File: src/rtl/pipe_ctrl_pkg.sv
// Shared types and opcode constants for the LEGv8 hazard scheduler.
package pipe_ctrl_pkg;

  localparam int unsigned REG_W   = 5;
  localparam int unsigned INSTR_W = 32;

  localparam logic [10:0] OP_LDUR = 11'h7C2;
  localparam logic [10:0] OP_STUR = 11'h7C0;
  localparam logic [7:0]  OP_CBZ  = 8'hB4;
  localparam logic [7:0]  OP_CBNZ = 8'hB5;
  localparam logic [9:0]  OP_ADDI = 10'h244;
  localparam logic [9:0]  OP_SUBI = 10'h344;
  localparam logic [10:0] OP_ADD  = 11'h458;
  localparam logic [10:0] OP_SUB  = 11'h658;
  localparam logic [10:0] OP_AND  = 11'h450;
  localparam logic [10:0] OP_ORR  = 11'h550;
  localparam logic [5:0]  OP_B    = 6'h05;

  localparam logic [REG_W-1:0] XZR = 5'd31;

  // One in-flight destination tracked by the shadow pipe
  typedef struct packed {
    logic             v;
    logic [REG_W-1:0] rd;
    logic             ld;
  } shadow_entry_t;

  // Register usage of the instruction sitting in ID
  typedef struct packed {
    logic [REG_W-1:0] src1;
    logic [REG_W-1:0] src2;
    logic             use1;
    logic             use2;
    logic [REG_W-1:0] dst;
    logic             has_dst;
    logic             is_load;
  } dec_t;

  typedef enum logic [1:0] {
    HZ_RUN   = 2'd0,
    HZ_STALL = 2'd1,
    HZ_FLUSH = 2'd2
  } hz_state_t;

  // XZR reads are constant zero, so they can never depend on an older write
  function automatic logic src_hit(input logic use_src, input logic [REG_W-1:0] src,
                                   input shadow_entry_t e);
    return use_src && (src != XZR) && e.v && (e.rd == src);
  endfunction

endpackage

File: src/rtl/pipe_hazard_ctrl_if.sv
// ID-stage request and pipeline-control response bundle.
//   master: pipeline side, drives id_valid/id_instr/br_taken_mem
//   slave : hazard scheduler, drives write enables, bubble, flushes, counters
interface pipe_hazard_ctrl_if #(
  parameter int unsigned CNT_W = 32
);
  logic             id_valid;
  logic [31:0]      id_instr;
  logic             br_taken_mem;
  logic             pc_write;
  logic             if_id_write;
  logic             id_ex_bubble;
  logic             flush_if_id;
  logic             flush_id_ex;
  logic             flush_ex_mem;
  logic [CNT_W-1:0] stall_cycles;
  logic [CNT_W-1:0] flush_events;

  modport master (
    output id_valid, id_instr, br_taken_mem,
    input  pc_write, if_id_write, id_ex_bubble,
    input  flush_if_id, flush_id_ex, flush_ex_mem,
    input  stall_cycles, flush_events
  );

  modport slave (
    input  id_valid, id_instr, br_taken_mem,
    output pc_write, if_id_write, id_ex_bubble,
    output flush_if_id, flush_id_ex, flush_ex_mem,
    output stall_cycles, flush_events
  );
endinterface

File: src/rtl/hz_decode.sv
// Combinational register-usage decode of the ID-stage instruction.
//   instr : instruction held in IF/ID
//   dec   : source/destination registers, use flags, load flag
module hz_decode
  import pipe_ctrl_pkg::*;
(
  input  logic [INSTR_W-1:0] instr,
  output dec_t               dec
);

  logic [10:0]      op11;
  logic [9:0]       op10;
  logic [7:0]       op8;
  logic [REG_W-1:0] rn;
  logic [REG_W-1:0] rm;
  logic [REG_W-1:0] rt;
  logic             unused_shamt;

  assign op11 = instr[31:21];
  assign op10 = instr[31:22];
  assign op8  = instr[31:24];
  assign rn   = instr[9:5];
  assign rm   = instr[20:16];
  assign rt   = instr[4:0];
  // shamt/imm bits carry no register information
  assign unused_shamt = ^instr[15:10];

  // Longest opcodes first; B and unknown encodings use no registers
  always_comb begin
    dec = '0;
    if (op11 == OP_ADD || op11 == OP_SUB || op11 == OP_AND || op11 == OP_ORR) begin
      dec.src1    = rn;
      dec.use1    = 1'b1;
      dec.src2    = rm;
      dec.use2    = 1'b1;
      dec.dst     = rt;
      dec.has_dst = 1'b1;
    end else if (op11 == OP_LDUR) begin
      dec.src1    = rn;
      dec.use1    = 1'b1;
      dec.dst     = rt;
      dec.has_dst = 1'b1;
      dec.is_load = 1'b1;
    end else if (op11 == OP_STUR) begin
      dec.src1 = rn;
      dec.use1 = 1'b1;
      dec.src2 = rt;
      dec.use2 = 1'b1;
    end else if (op10 == OP_ADDI || op10 == OP_SUBI) begin
      dec.src1    = rn;
      dec.use1    = 1'b1;
      dec.dst     = rt;
      dec.has_dst = 1'b1;
    end else if (op8 == OP_CBZ || op8 == OP_CBNZ) begin
      dec.src1 = rt;
      dec.use1 = 1'b1;
    end
  end

endmodule

File: src/rtl/pipe_hazard_ctrl.sv
// Hazard scheduler for the 5-stage LEGv8 pipeline.
//   clk, reset : rising-edge clock, asynchronous active-high reset
//   bus (slave): ID instruction + branch resolution in; PC/IF-ID enables,
//                ID/EX bubble, IF-ID/ID-EX/EX-MEM flushes and saturating
//                stall/flush counters out. Control outputs are combinational.
module pipe_hazard_ctrl
  import pipe_ctrl_pkg::*;
#(
  parameter bit          FWD_EN = 1'b1,
  parameter int unsigned CNT_W  = 32
) (
  input logic               clk,
  input logic               reset,
  pipe_hazard_ctrl_if.slave bus
);

  dec_t             dec;
  shadow_entry_t    ex_q;
  shadow_entry_t    mem_q;
  shadow_entry_t    wb_q;
  hz_state_t        state_q;
  hz_state_t        state_d;
  logic             hit_ex_c;
  logic             hit_mem_c;
  logic             hazard_c;
  logic [CNT_W-1:0] stall_q;
  logic [CNT_W-1:0] flush_q;
  logic             unused_wb;

  hz_decode u_decode (
    .instr (bus.id_instr),
    .dec   (dec)
  );

  // WB writes before ID reads, so that entry is tracked but never compared
  assign unused_wb = ^wb_q;

  // RAW detection against in-flight destinations
  always_comb begin
    hit_ex_c  = src_hit(dec.use1, dec.src1, ex_q)  | src_hit(dec.use2, dec.src2, ex_q);
    hit_mem_c = src_hit(dec.use1, dec.src1, mem_q) | src_hit(dec.use2, dec.src2, mem_q);
    if (FWD_EN) begin
      hazard_c = hit_ex_c & ex_q.ld;
    end else begin
      hazard_c = hit_ex_c | hit_mem_c;
    end
  end

  // State register: class of the previous cycle
  always_ff @(posedge clk or posedge reset) begin
    if (reset) begin
      state_q <= HZ_RUN;
    end else begin
      state_q <= state_d;
    end
  end

  // Cycle classification and control outputs; branch flush beats stall
  always_comb begin
    state_d          = HZ_RUN;
    bus.pc_write     = 1'b1;
    bus.if_id_write  = 1'b1;
    bus.id_ex_bubble = 1'b0;
    bus.flush_if_id  = 1'b0;
    bus.flush_id_ex  = 1'b0;
    bus.flush_ex_mem = 1'b0;
    if (reset) begin
      bus.pc_write     = 1'b0;
      bus.if_id_write  = 1'b0;
      bus.flush_if_id  = 1'b1;
      bus.flush_id_ex  = 1'b1;
      bus.flush_ex_mem = 1'b1;
    end else if (bus.br_taken_mem) begin
      state_d          = HZ_FLUSH;
      bus.flush_if_id  = 1'b1;
      bus.flush_id_ex  = 1'b1;
      bus.flush_ex_mem = 1'b1;
    end else if (bus.id_valid && hazard_c) begin
      state_d          = HZ_STALL;
      bus.pc_write     = 1'b0;
      bus.if_id_write  = 1'b0;
      bus.id_ex_bubble = 1'b1;
    end
  end

  // Shadow pipe advance mirrors what the real pipeline registers do
  always_ff @(posedge clk or posedge reset) begin
    if (reset) begin
      ex_q  <= '0;
      mem_q <= '0;
      wb_q  <= '0;
    end else begin
      wb_q <= mem_q;
      unique case (state_d)
        HZ_FLUSH: begin
          ex_q  <= '0;
          mem_q <= '0;
        end
        HZ_STALL: begin
          ex_q  <= '0;
          mem_q <= ex_q;
        end
        default: begin
          ex_q  <= '{v: bus.id_valid & dec.has_dst, rd: dec.dst, ld: dec.is_load};
          mem_q <= ex_q;
        end
      endcase
    end
  end

  // Event counters driven from the registered class; hold at all-ones
  always_ff @(posedge clk or posedge reset) begin
    if (reset) begin
      stall_q <= '0;
      flush_q <= '0;
    end else begin
      if (state_q == HZ_STALL && stall_q != '1) begin
        stall_q <= stall_q + CNT_W'(1);
      end
      if (state_q == HZ_FLUSH && flush_q != '1) begin
        flush_q <= flush_q + CNT_W'(1);
      end
    end
  end

  assign bus.stall_cycles = stall_q;
  assign bus.flush_events = flush_q;

endmodule
File: src/flat_wrapper.sv
// flat-port wrapper written by rule: the top's interface ports become plain ports
module pipe_hazard_ctrl_flat import pipe_ctrl_pkg::*;
#(
  parameter bit          FWD_EN = 1'b1,
  parameter int unsigned CNT_W  = 32
)
  (clk, reset, bus_id_valid, bus_id_instr, bus_br_taken_mem, bus_pc_write, bus_if_id_write, bus_id_ex_bubble, bus_flush_if_id, bus_flush_id_ex, bus_flush_ex_mem, bus_stall_cycles, bus_flush_events);
  pipe_hazard_ctrl_if #(.CNT_W(CNT_W)) bus_i ();
  input logic clk;
  input logic reset;
  input wire logic [$bits(bus_i.id_valid)-1:0] bus_id_valid;
  input wire logic [$bits(bus_i.id_instr)-1:0] bus_id_instr;
  input wire logic [$bits(bus_i.br_taken_mem)-1:0] bus_br_taken_mem;
  output wire logic [$bits(bus_i.pc_write)-1:0] bus_pc_write;
  output wire logic [$bits(bus_i.if_id_write)-1:0] bus_if_id_write;
  output wire logic [$bits(bus_i.id_ex_bubble)-1:0] bus_id_ex_bubble;
  output wire logic [$bits(bus_i.flush_if_id)-1:0] bus_flush_if_id;
  output wire logic [$bits(bus_i.flush_id_ex)-1:0] bus_flush_id_ex;
  output wire logic [$bits(bus_i.flush_ex_mem)-1:0] bus_flush_ex_mem;
  output wire logic [$bits(bus_i.stall_cycles)-1:0] bus_stall_cycles;
  output wire logic [$bits(bus_i.flush_events)-1:0] bus_flush_events;
  assign bus_i.id_valid = bus_id_valid;
  assign bus_i.id_instr = bus_id_instr;
  assign bus_i.br_taken_mem = bus_br_taken_mem;
  assign bus_pc_write = bus_i.pc_write;
  assign bus_if_id_write = bus_i.if_id_write;
  assign bus_id_ex_bubble = bus_i.id_ex_bubble;
  assign bus_flush_if_id = bus_i.flush_if_id;
  assign bus_flush_id_ex = bus_i.flush_id_ex;
  assign bus_flush_ex_mem = bus_i.flush_ex_mem;
  assign bus_stall_cycles = bus_i.stall_cycles;
  assign bus_flush_events = bus_i.flush_events;
  pipe_hazard_ctrl #(.FWD_EN(FWD_EN), .CNT_W(CNT_W)) u_core (.clk(clk), .reset(reset), .bus(bus_i));
endmodule
File: config.mk
export PLATFORM = sky130hd
export DESIGN_NAME = pipe_hazard_ctrl_flat
export DESIGN_NICKNAME = d
export VERILOG_FILES = /design/src/rtl/pipe_ctrl_pkg.sv /design/src/rtl/pipe_hazard_ctrl_if.sv /design/src/rtl/hz_decode.sv /design/src/rtl/pipe_hazard_ctrl.sv /design/src/flat_wrapper.sv
export SDC_FILE = /design/constraint.sdc
export NUM_CORES = 1
export LEC_CHECK = 0
export ABC_AREA = 1
export CAP_MARGIN = 20
export CORE_MARGIN = 5
export CORE_UTILIZATION = 46
export CTS_BUF_LIST = sky130_fd_sc_hd__clkbuf_8
export DETAILED_ROUTE_END_ITERATION = 6
export GPL_TIMING_DRIVEN = 0
export PLACE_DENSITY_LB_ADDON = 0.2
export SYNTH_ARGS = -nofsm -noshare
export SYNTH_HDL_FRONTEND = slang
export SYNTH_SLANG_ARGS = --single-unit
File: constraint.sdc
create_clock -name clk -period 2.6 [get_ports clk]
set_input_delay 0.39 -clock clk [delete_from_list [all_inputs] [get_ports clk]]
set_output_delay 0.39 -clock clk [all_outputs]
set_load 0.05 [all_outputs]
; Word level (Yosys, flattened, before mapping)
; Index checks and enable logic that the tools add are counted.
[totals]
register_bits = 73
inputBits = 36
output_inout_bits = 70
[classes]
add_sub_neg = 2
n_eq_ne = 20
n_mux = 30
bitwise = 3
n_reduce_logical = 15
[op_table]
columns = operator, n
row1 = "== test 11 bit, second input constant", 6
row2 = "adder 32 x 1 -> 32 bit, second input constant", 2
row3 = "!= test 32 bit, second input constant", 2
row4 = two-way mux 5 bit, 6
row5 = "== test 10 bit, second input constant", 2
row6 = two-way mux 18 bit, 1
row7 = two-way mux 6 bit, 3
row8 = two-way mux 1 bit, 17
row9 = "== test 8 bit, second input constant", 2
row10 = == test 5 bit, 2
row11 = "!= test 5 bit, second input constant", 2
row12 = logical AND 1 bit, 9
row13 = two-way mux 7 bit, 1
row14 = logical OR 1 bit, 5
row15 = "== test 2 x 1 -> 1 bit, second input constant", 2
row16 = "== test 2 bit, second input constant", 2
row17 = two-way mux 2 bit, 2
row18 = bitwise AND 1 bit, 2
row19 = OR reduction 2 bit, 1
row20 = OR 1 bit, 1

; Longest topological paths before layout
; Gate-level depths: netlist of the first run.
[depth]
ltp_word = 20
ltp_mapped = 19
mapped_depth_nobuf = 19

; Cells and area by module
; Synthesis of the first run repeated with hierarchy kept, for this count alone.
[unflattened]
hier_cells = 781
hier_area_um2 = 5099.9
[by_module_without_submodules]
columns = mod, instances, cells_per_inst, area_each_um2, seq_area_each_um2
row1 = pipe_hazard_ctrl, 1, 677, 4610.7, 1826.8
row2 = hz_decode, 1, 104, 489.2, 0.0

; Least setup slack after synthesis of the first run
; OpenSTA, ideal clock, no wires.
[synth_path]
path_kind = input -> output
from = input reset
to = output bus_flush_id_ex
arrival_time_ps = 3251
t_required_ps = 2210
path_slack_ps = -1041
path_stages = 3
path_buffers = 1
cell_sequence = inv_1 nand2_1 buf_4
[synth_between]
elab_chain_len = 1
[synth_rtl]
columns = element, line
row1 = start: declaration, flat_wrapper.sv:10  ; input logic reset;
row2 = two-way mux 1 bit, --
row3 = end: declaration, flat_wrapper.sv:18  ; output wire logic [$bits(bus_i.flush_id_ex)-1:0] bus_flush_id_ex;
; No other way between the ends.

; Final worst setup path of the first run
[layout_path]
from = input bus_id_instr[28]
to = output bus_pc_write
[layout_between]
elab_chain_len = 17
[layout_rtl]
columns = element, line
row1 = start: declaration, flat_wrapper.sv:12  ; input wire logic [$bits(bus_i.id_instr)-1:0] bus_id_instr;
row2 = == test 8 bit, hz_decode.sv:54  ; end else if (op8 == OP_CBZ || op8 == OP_CBNZ) begin
row3 = logical OR 1 bit, hz_decode.sv:54
row4 = two-way mux 5 bit, hz_decode.sv:54
row5 = two-way mux 5 bit, hz_decode.sv:49  ; end else if (op10 == OP_ADDI || op10 == OP_SUBI) begin
row6 = two-way mux 5 bit, hz_decode.sv:44  ; end else if (op11 == OP_STUR) begin
row7 = two-way mux 5 bit, hz_decode.sv:38  ; end else if (op11 == OP_LDUR) begin
row8 = two-way mux 18 bit (*), hz_decode.sv:31  ; if (op11 == OP_ADD || op11 == OP_SUB || op11 == OP_AND || op11 == OP_ORR) begin
row9 = != test 5 bit, pipe_ctrl_pkg.sv:48  ; return use_src && (src != XZR) && e.v && (e.rd == src);
row10 = logical AND 1 bit, --
row11 = logical AND 1 bit (2 in a row), pipe_ctrl_pkg.sv:48
row12 = OR 1 bit (*), pipe_hazard_ctrl.sv:40  ; hit_ex_c = src_hit(dec.use1, dec.src1, ex_q) | src_hit(dec.use2, dec.src2, ex_q);
row13 = bitwise AND 1 bit (*), pipe_hazard_ctrl.sv:43  ; hazard_c = hit_ex_c & ex_q.ld;
row14 = logical AND 1 bit (*), pipe_hazard_ctrl.sv:78  ; end else if (bus.id_valid && hazard_c) begin
row15 = two-way mux 1 bit (*), pipe_hazard_ctrl.sv:78
row16 = two-way mux 1 bit (*), pipe_hazard_ctrl.sv:73  ; end else if (bus.br_taken_mem) begin
row17 = two-way mux 1 bit (*), pipe_hazard_ctrl.sv:67  ; if (reset) begin
row18 = end: declaration, flat_wrapper.sv:14  ; output wire logic [$bits(bus_i.pc_write)-1:0] bus_pc_write;
; Every way passes the cells marked *; elsewhere a longest branch is shown, timed or not.

==> impl_metrics.json, run 1 <==
{
  "slew-limit-headroom_pct": 38.9,
  "yosys.cell_types.count": 32,
  "final_min_period_over_clock_period_pct": 99.2,
  "p_per_area_nw_per_um2": 420,
  "max-vdd-ir-drop_mv": 0.317,
  "dp.final_hpwl_um": 7650,
  "drive_above_1_share_pct": 23.6,
  "clockRootBuffer": "clkbuf_8",
  "total_routing_usage_reported_by_global_routing_pct": 19.2,
  "globalRoute.totalOverflow": 0,
  "final_util_pct": 65.8,
  "drt_iter0_drc": 111,
  "worstPathArrival_ns": 2.19,
  "p_total_mw": 2.50,
  "route.vias.total": 3779,
  "most_frequent_cells_in_the_layout": "100 x nand2_1, 82 x clkdlybuf4s50_1, 73 x dfrtp_1, 52 x inv_1, 45 x nor2_1",
  "dpl-instance-area_um2": 5390,
  "regToRegSetupSlack_ns": 0.28,
  "setup.worst_path.start": "bus_id_instr[28]",
  "first_pass_iters": 4,
  "whs_ns": 0.492,
  "clk_pin_slew_worst_paths_ns": 0.08,
  "cts_buffers": 9,
  "slew_violations": 0,
  "end_kind": "output port",
  "layout_commonest_cell": "nand2_1",
  "maximum_number_of_pins_on_one_net_before_global_route_repair": 41,
  "wire_length_of_the_first_global_routing_pass_um": 17700,
  "regToRegEndpoint": "u_core.bus.stall_cycles[28]",
  "diodes": 0,
  "status": "complete, no violations",
  "timing.reg2reg.worst_path_depth": 11,
  "worst_slack_ns": 0.0199,
  "ctsLongestPathBuffers": 2,
  "syn2layout_area_growth_pct": 41.6,
  "clock_latency_on_the_worst_skew_pair_ns": 0.33,
  "clkSinkCount": 73,
  "holdBufCountCts": 0,
  "die_height_um": 106,
  "vias_per_cell": 4.99,
  "total_leakage_power_nw": 2.75,
  "max_cap_viol_count": 0,
  "seq_area_um2": 1830,
  "fp.dieArea_um2": 11200,
  "grt_antenna_before_repair": 0,
  "synth.net_count": 544,
  "ys_seq_area_share_pct": 43.4,
  "cts_htree_levels": 3,
  "synth_area_um2": 4210,
  "critical_path_start_end_classification": "in -> out",
  "detailedPlace.worstSlack_ns": -1.13,
  "first_global_vias": 3826,
  "startpoint_types": "input port",
  "cp.required_ns": 2.21,
  "timing.clock.skew_ns": 0.0109,
  "worst_r2r_startpoint": "u_core.bus.stall_cycles[0]",
  "place_congestion": 0.864,
  "routed_wirelength_um": 10600,
  "layout_min_cycle_time_ns": 2.58,
  "place.port_buffers": 99,
  "hold_depth": 1,
  "worst_hold_path_type": "reg -> reg",
  "whs_endpoint": "u_core.bus.stall_cycles[27]",
  "syn-mean-instance-area_um2": 8.32,
  "worst_slew_pin_slew_ns": 0.912,
  "antenna_left": 0,
  "area_of_combinational_cells_with_multiple_inputs_um2": 2280,
  "nNetsFinal": 681,
  "detail_route.drc_violations": 0,
  "setup-violations-final": 0,
  "cts_tree": "yes",
  "coreArea_um2": 9060,
  "final-hold-violation-count": 0,
  "number_of_warning_messages_in_the_yosys_log": 0,
  "initial_core_util_pct": 46.4,
  "path_max_fanout": 5,
  "die_w_um": 106,
  "rsz0062_at_grt": "true",
  "rows": 35,
  "syn_inst": 506,
  "wl_per_cell_um": 14.0,
  "clock.fmax_mhz": 388,
  "yosys_reg_bits": 73,
  "post_route_standard_cell_area_excluding_fillers_um2": 5960,
  "holdCritStartpoint": "u_core.bus.stall_cycles[27]",
  "io-pin-count": 106,
  "filler_cell_count": 750
}
## worst max path at each step
stage | to | slack [ns] | depth (start not counted)
after global routing | bus_pc_write | -0.08 | 19
after detailed placement | bus_id_ex_bubble | -1.13 | 15
after floorplan | bus_flush_id_ex | 0.04 | 3
final | bus_pc_write | 0.02 | 18
after CTS | bus_pc_write | 0.005 | 18
after global placement | bus_id_ex_bubble | -1.67 | 5
## area by class of cell
class | instances | share of cell area, %
plain buffers | 5 | 0.693
clock buffers | 9 | 2.08
clock inverters | 6 | 0.609
inverters | 66 | 4.64
multi-input cells | 362 | 38.3
flip-flops and latches | 73 | 30.6
well taps | 111 | 2.33
repair buffers | 125 | 20.7
repair inverters | 1 | 0.0839
## metal layers
layer	share of wire, %	vias up	track usage, %	wire [um]
met5	0	-	0	0
met4	1.3	0	5.18	143
met3	4.9	13	4.04	523
met2	50	100	32.9	5270
met1	44	1787	24.6	4690
li1	-	1879	-	-
## critical path, cell delays in order
cell     delay, ns
buf_4         0.11
inv_4         0.05
nor2_4        0.15
buf_6         0.12
nand4_1       0.14
nand2_2       0.15
nor2_4        0.06
nor2_4        0.09
nor2_2        0.05
nor2_1        0.10
nand2_1       0.06
nand2_1       0.06
nand2_1       0.06
nand2_1       0.08
nand2_2       0.10
a21oi_4       0.16
buf_6         0.12
buf_8         0.13
## state kept, by name, indices dropped and copies added (netlist names)
name and cells:
u_core.bus.flush_events 32, u_core.ex_q 7, u_core.state_q 2, u_core.bus.stall_cycles 32
## cell usage after synthesis
cell type / number / share of area (%)
or2_2: 1 / 0.15
nand4_2: 1 / 0.30
ha_1: 2 / 0.59
clkinv_1: 1 / 0.089
nor4_4: 1 / 0.51
xor2_1: 44 / 9.2
o21ai_0: 4 / 0.48
nor2_2: 18 / 2.7
nand2_4: 2 / 0.54
nand3_1: 28 / 3.3
nor3_2: 2 / 0.48
inv_1: 61 / 5.4
a21oi_1: 1 / 0.12
nand3_2: 4 / 0.95
nand3b_1: 1 / 0.18
xnor2_1: 18 / 3.7
o211ai_1: 1 / 0.18
a21oi_2: 1 / 0.21
nor3_4: 2 / 0.77
nor3_1: 23 / 2.7
nor2_4: 8 / 2.1
nor4_1: 2 / 0.30
nor2_1: 48 / 4.3
nand4_1: 21 / 3.1
buf_4: 5 / 0.89
nand2_8: 1 / 0.48
nand2_2: 9 / 1.3
inv_2: 4 / 0.36
nand3_4: 1 / 0.42
o21ai_1: 5 / 0.59
nand2_1: 113 / 10
dfrtp_1: 73 / 43
## power by group
part           switching (mW)  total (mW)  internal, mW
clock                   0.426       0.762         0.336
combinational           0.319       0.506         0.188
sequential             0.0589        1.24          1.18
## per-stage QoR
| step | setup TNS, ns | instances |
|---|---|---|
| final | 0 | 758 |
| after global routing | -0.245 | 758 |
| after CTS | 0 | 745 |
| after detailed placement | -6.29 | 717 |
| after global placement | -14.18 | 716 |
| after floorplan | 0 | 506 |
## repair_timing
action | in CTS | in global routing
gates cloned | 1 | 0
pin swaps | 24 | 42
resized for setup | 97 | 64
setup buffers | 12 | 13
endpoints found under the setup margin | 6 | 4
## kinds of logic (layout without fill, tap and decap cells)
family / count (synthesis) / after routing / synth area share [%]
AND/OR/NAND/NOR: 286 / 286 / 34.8
flip-flops: 73 / 73 / 43.4
buffers and inverters: 71 / 212 / 6.78
XOR/XNOR: 62 / 62 / 12.9
AO/OA/AOI/OAI: 12 / 12 / 1.58
adder cells (fa/ha/maj): 2 / 2 / 0.594
(Power assumes the default switching activity.)
==> run 2: changes to the inputs <==
--- a/config.mk
+++ b/config.mk
@@ -13,6 +13,7 @@
 export DETAILED_ROUTE_END_ITERATION = 6
 export GPL_TIMING_DRIVEN = 0
 export PLACE_DENSITY_LB_ADDON = 0.2
+export SETUP_SLACK_MARGIN = 0.2
 export SYNTH_ARGS = -nofsm -noshare
 export SYNTH_HDL_FRONTEND = slang
 export SYNTH_SLANG_ARGS = --single-unit
==> impl_metrics.json, run 2 (synthesis gave the netlist of run 1 again) <==
{
  "status": "complete, no violations",
  "place_congestion": 0.829,
  "total_routing_usage_reported_by_global_routing_pct": 19.1,
  "die_w_um": 106,
  "final-hold-violation-count": 0,
  "clk_pin_slew_worst_paths_ns": 0.09,
  "holdBufCountCts": 0,
  "seq_area_um2": 1830,
  "place.port_buffers": 99,
  "worstPathBufferInverterCount": 3,
  "io-pin-count": 106,
  "worst-path-stages": 16,
  "clock_latency_on_the_worst_skew_pair_ns": 0.34,
  "critical_path_start_end_classification": "in -> out",
  "max-vdd-ir-drop_mv": 0.338,
  "initial_core_util_pct": 46.4,
  "slew-limit-headroom_pct": 65.3,
  "coreArea_um2": 9060,
  "route.vias.total": 3816,
  "slew_violations": 0,
  "setup-violations-final": 0,
  "rows": 35,
  "layout_commonest_cell": "nand2_1",
  "drt_iter0_drc": 67,
  "regToRegSetupSlack_ns": 0.27,
  "nNetsFinal": 675,
  "max_stage_delay_ns": 0.21,
  "cp.required_ns": 2.21,
  "grt_busiest_layer": "met2",
  "crit_family": "simple AND/OR/NAND/NOR gates",
  "area_of_combinational_cells_with_multiple_inputs_um2": 2300,
  "max_cap_viol_count": 0,
  "most_frequent_cells_in_the_layout": "101 x nand2_1, 82 x clkdlybuf4s50_1, 73 x dfrtp_1, 55 x inv_1, 44 x xor2_1",
  "p_per_area_nw_per_um2": 465,
  "final.setup.tns_ns": 0,
  "routed_wirelength_um": 10400,
  "setup.worst_path.start": "bus_id_instr[22]",
  "diodes": 0,
  "rsz0062_at_grt": "true",
  "first_global_vias": 3783,
  "critical_path.endpoint": "bus_pc_write",
  "vias_per_cell": 5.07,
  "clockRootBuffer": "clkbuf_8",
  "grt_util_met1_pct": 24.1,
  "syn2layout_area_growth_pct": 41.5,
  "met2_usage_pct": 31.5,
  "startpoint_types": "input port",
  "ctsLongestPathBuffers": 2,
  "cts_htree_levels": 3,
  "final_cells": 753,
  "final_min_period_over_clock_period_pct": 98.8,
  "worst_slack_ns": 0.0322,
  "dp.cells": 718,
  "fp.dieArea_um2": 11200,
  "detailedPlace.worstSlack_ns": -1.18,
  "clkSinkCount": 73,
  "filler_cell_count": 760,
  "dp.final_hpwl_um": 7880,
  "clock.fmax_mhz": 389,
  "cts_tree": "yes",
  "wl_per_cell_um": 13.9,
  "path_common_cell": "nand2_1",
  "maximum_number_of_pins_on_one_net_before_global_route_repair": 30,
  "path_max_fanout": 5,
  "worst_hold_path_type": "reg -> reg",
  "layout_min_cycle_time_ns": 2.57,
  "whs_ns": 0.494,
  "worst_slew_pin_slew_ns": 0.518,
  "die_height_um": 106,
  "antenna_left": 0,
  "grt_antenna_before_repair": 0,
  "drive_above_1_share_pct": 23.4,
  "crit_slowest_cell": "nor3_2",
  "detail_route.drc_violations": 0,
  "cts_buffers": 9,
  "regToRegEndpoint": "u_core.bus.stall_cycles[28]",
  "worstPathArrival_ns": 2.18,
  "globalRoute.totalOverflow": 0,
  "total_leakage_power_nw": 2.73,
  "first_pass_iters": 4,
  "grt_util_met3_pct": 4.10,
  "wire_length_of_the_first_global_routing_pass_um": 17600,
  "p_total_mw": 2.77,
  "critical_path_cell_by_cell": "buf_2, nor3_2, nand4_1, nand2_2, nor2_4, nor2_4, nor2_2, nor2_1, nand2_1, nand2_1, nand2_1, nand2_2, nand2_4, a21oi_4, buf_6, buf_8",
  "timing.reg2reg.worst_path_depth": 11,
  "timing.clock.skew_ns": 0.0192,
  "worst_r2r_startpoint": "u_core.bus.stall_cycles[1]",
  "end_kind": "output port"
}
-- run 2: cell count changes in the layout (fill, tap and decap cells not counted), sizes merged --
cell	delta
buf	-6
bufinv	+2
clkbuf	+4
clkinv	-4
clkinvlp	+1
dlygate4sd2	-2
-- run 2: area by class of cell --
| class | instances | area share [%] |
|---|---|---|
| multi-input combinational | 362 | 38.6 |
| buffer | 5 | 0.945 |
| inverter | 66 | 4.37 |
| clock inverter | 5 | 1.43 |
| clock buffer | 11 | 2.54 |
| sequential | 73 | 30.7 |
| tap | 111 | 2.33 |
| timing repair inverter | 1 | 0.0840 |
| timing repair buffer | 119 | 19.1 |
-- run 2: worst min-delay path by stage --
stage	startpoint	endpoint	slack, ns	cells after the start
floorplan	reset	u_core.state_q[1]	0.47	1
global placement	u_core.bus.flush_events[29]	u_core.bus.flush_events[29]	0.48	1
detailed placement	u_core.bus.stall_cycles[27]	u_core.bus.stall_cycles[27]	0.48	1
CTS	u_core.bus.stall_cycles[27]	u_core.bus.stall_cycles[27]	0.50	1
global route	u_core.bus.flush_events[25]	u_core.bus.flush_events[25]	0.53	1
finish	u_core.bus.stall_cycles[27]	u_core.bus.stall_cycles[27]	0.49	1
-- run 2: per-layer routing --
metal	share of wire (%)	wire [um]	vias to the layer above
met4	1.8	190	0
met2	49	5130	100
met3	4.9	512	20
met1	44	4610	1826
met5	0	0	-
li1	-	-	1870
-- run 2: report_power, final --
group / leakage [nW] / switching (mW) / total, mW / internal (mW)
clock: 0.117 / 0.444 / 1.04 / 0.600
sequential: 1.01 / 0.0632 / 1.24 / 1.18
combinational: 1.60 / 0.310 / 0.488 / 0.178
-- run 2: metrics by stage --
step	instance area (um^2)	util, %
after floorplan	4280	-
after global placement	5410	59.6
after detailed placement	5450	60.1
after CTS	5840	64.5
after global routing	5960	65.7
final	5960	65.7
-- run 2: timing repair --
action                                 CTS  global route
endpoints found under the hold margin    0             0
pin swaps                               32            26
setup buffers                           10             8
gates resized for setup                109            22
cloned                                   1             0
setup endpoints to repair                6            12
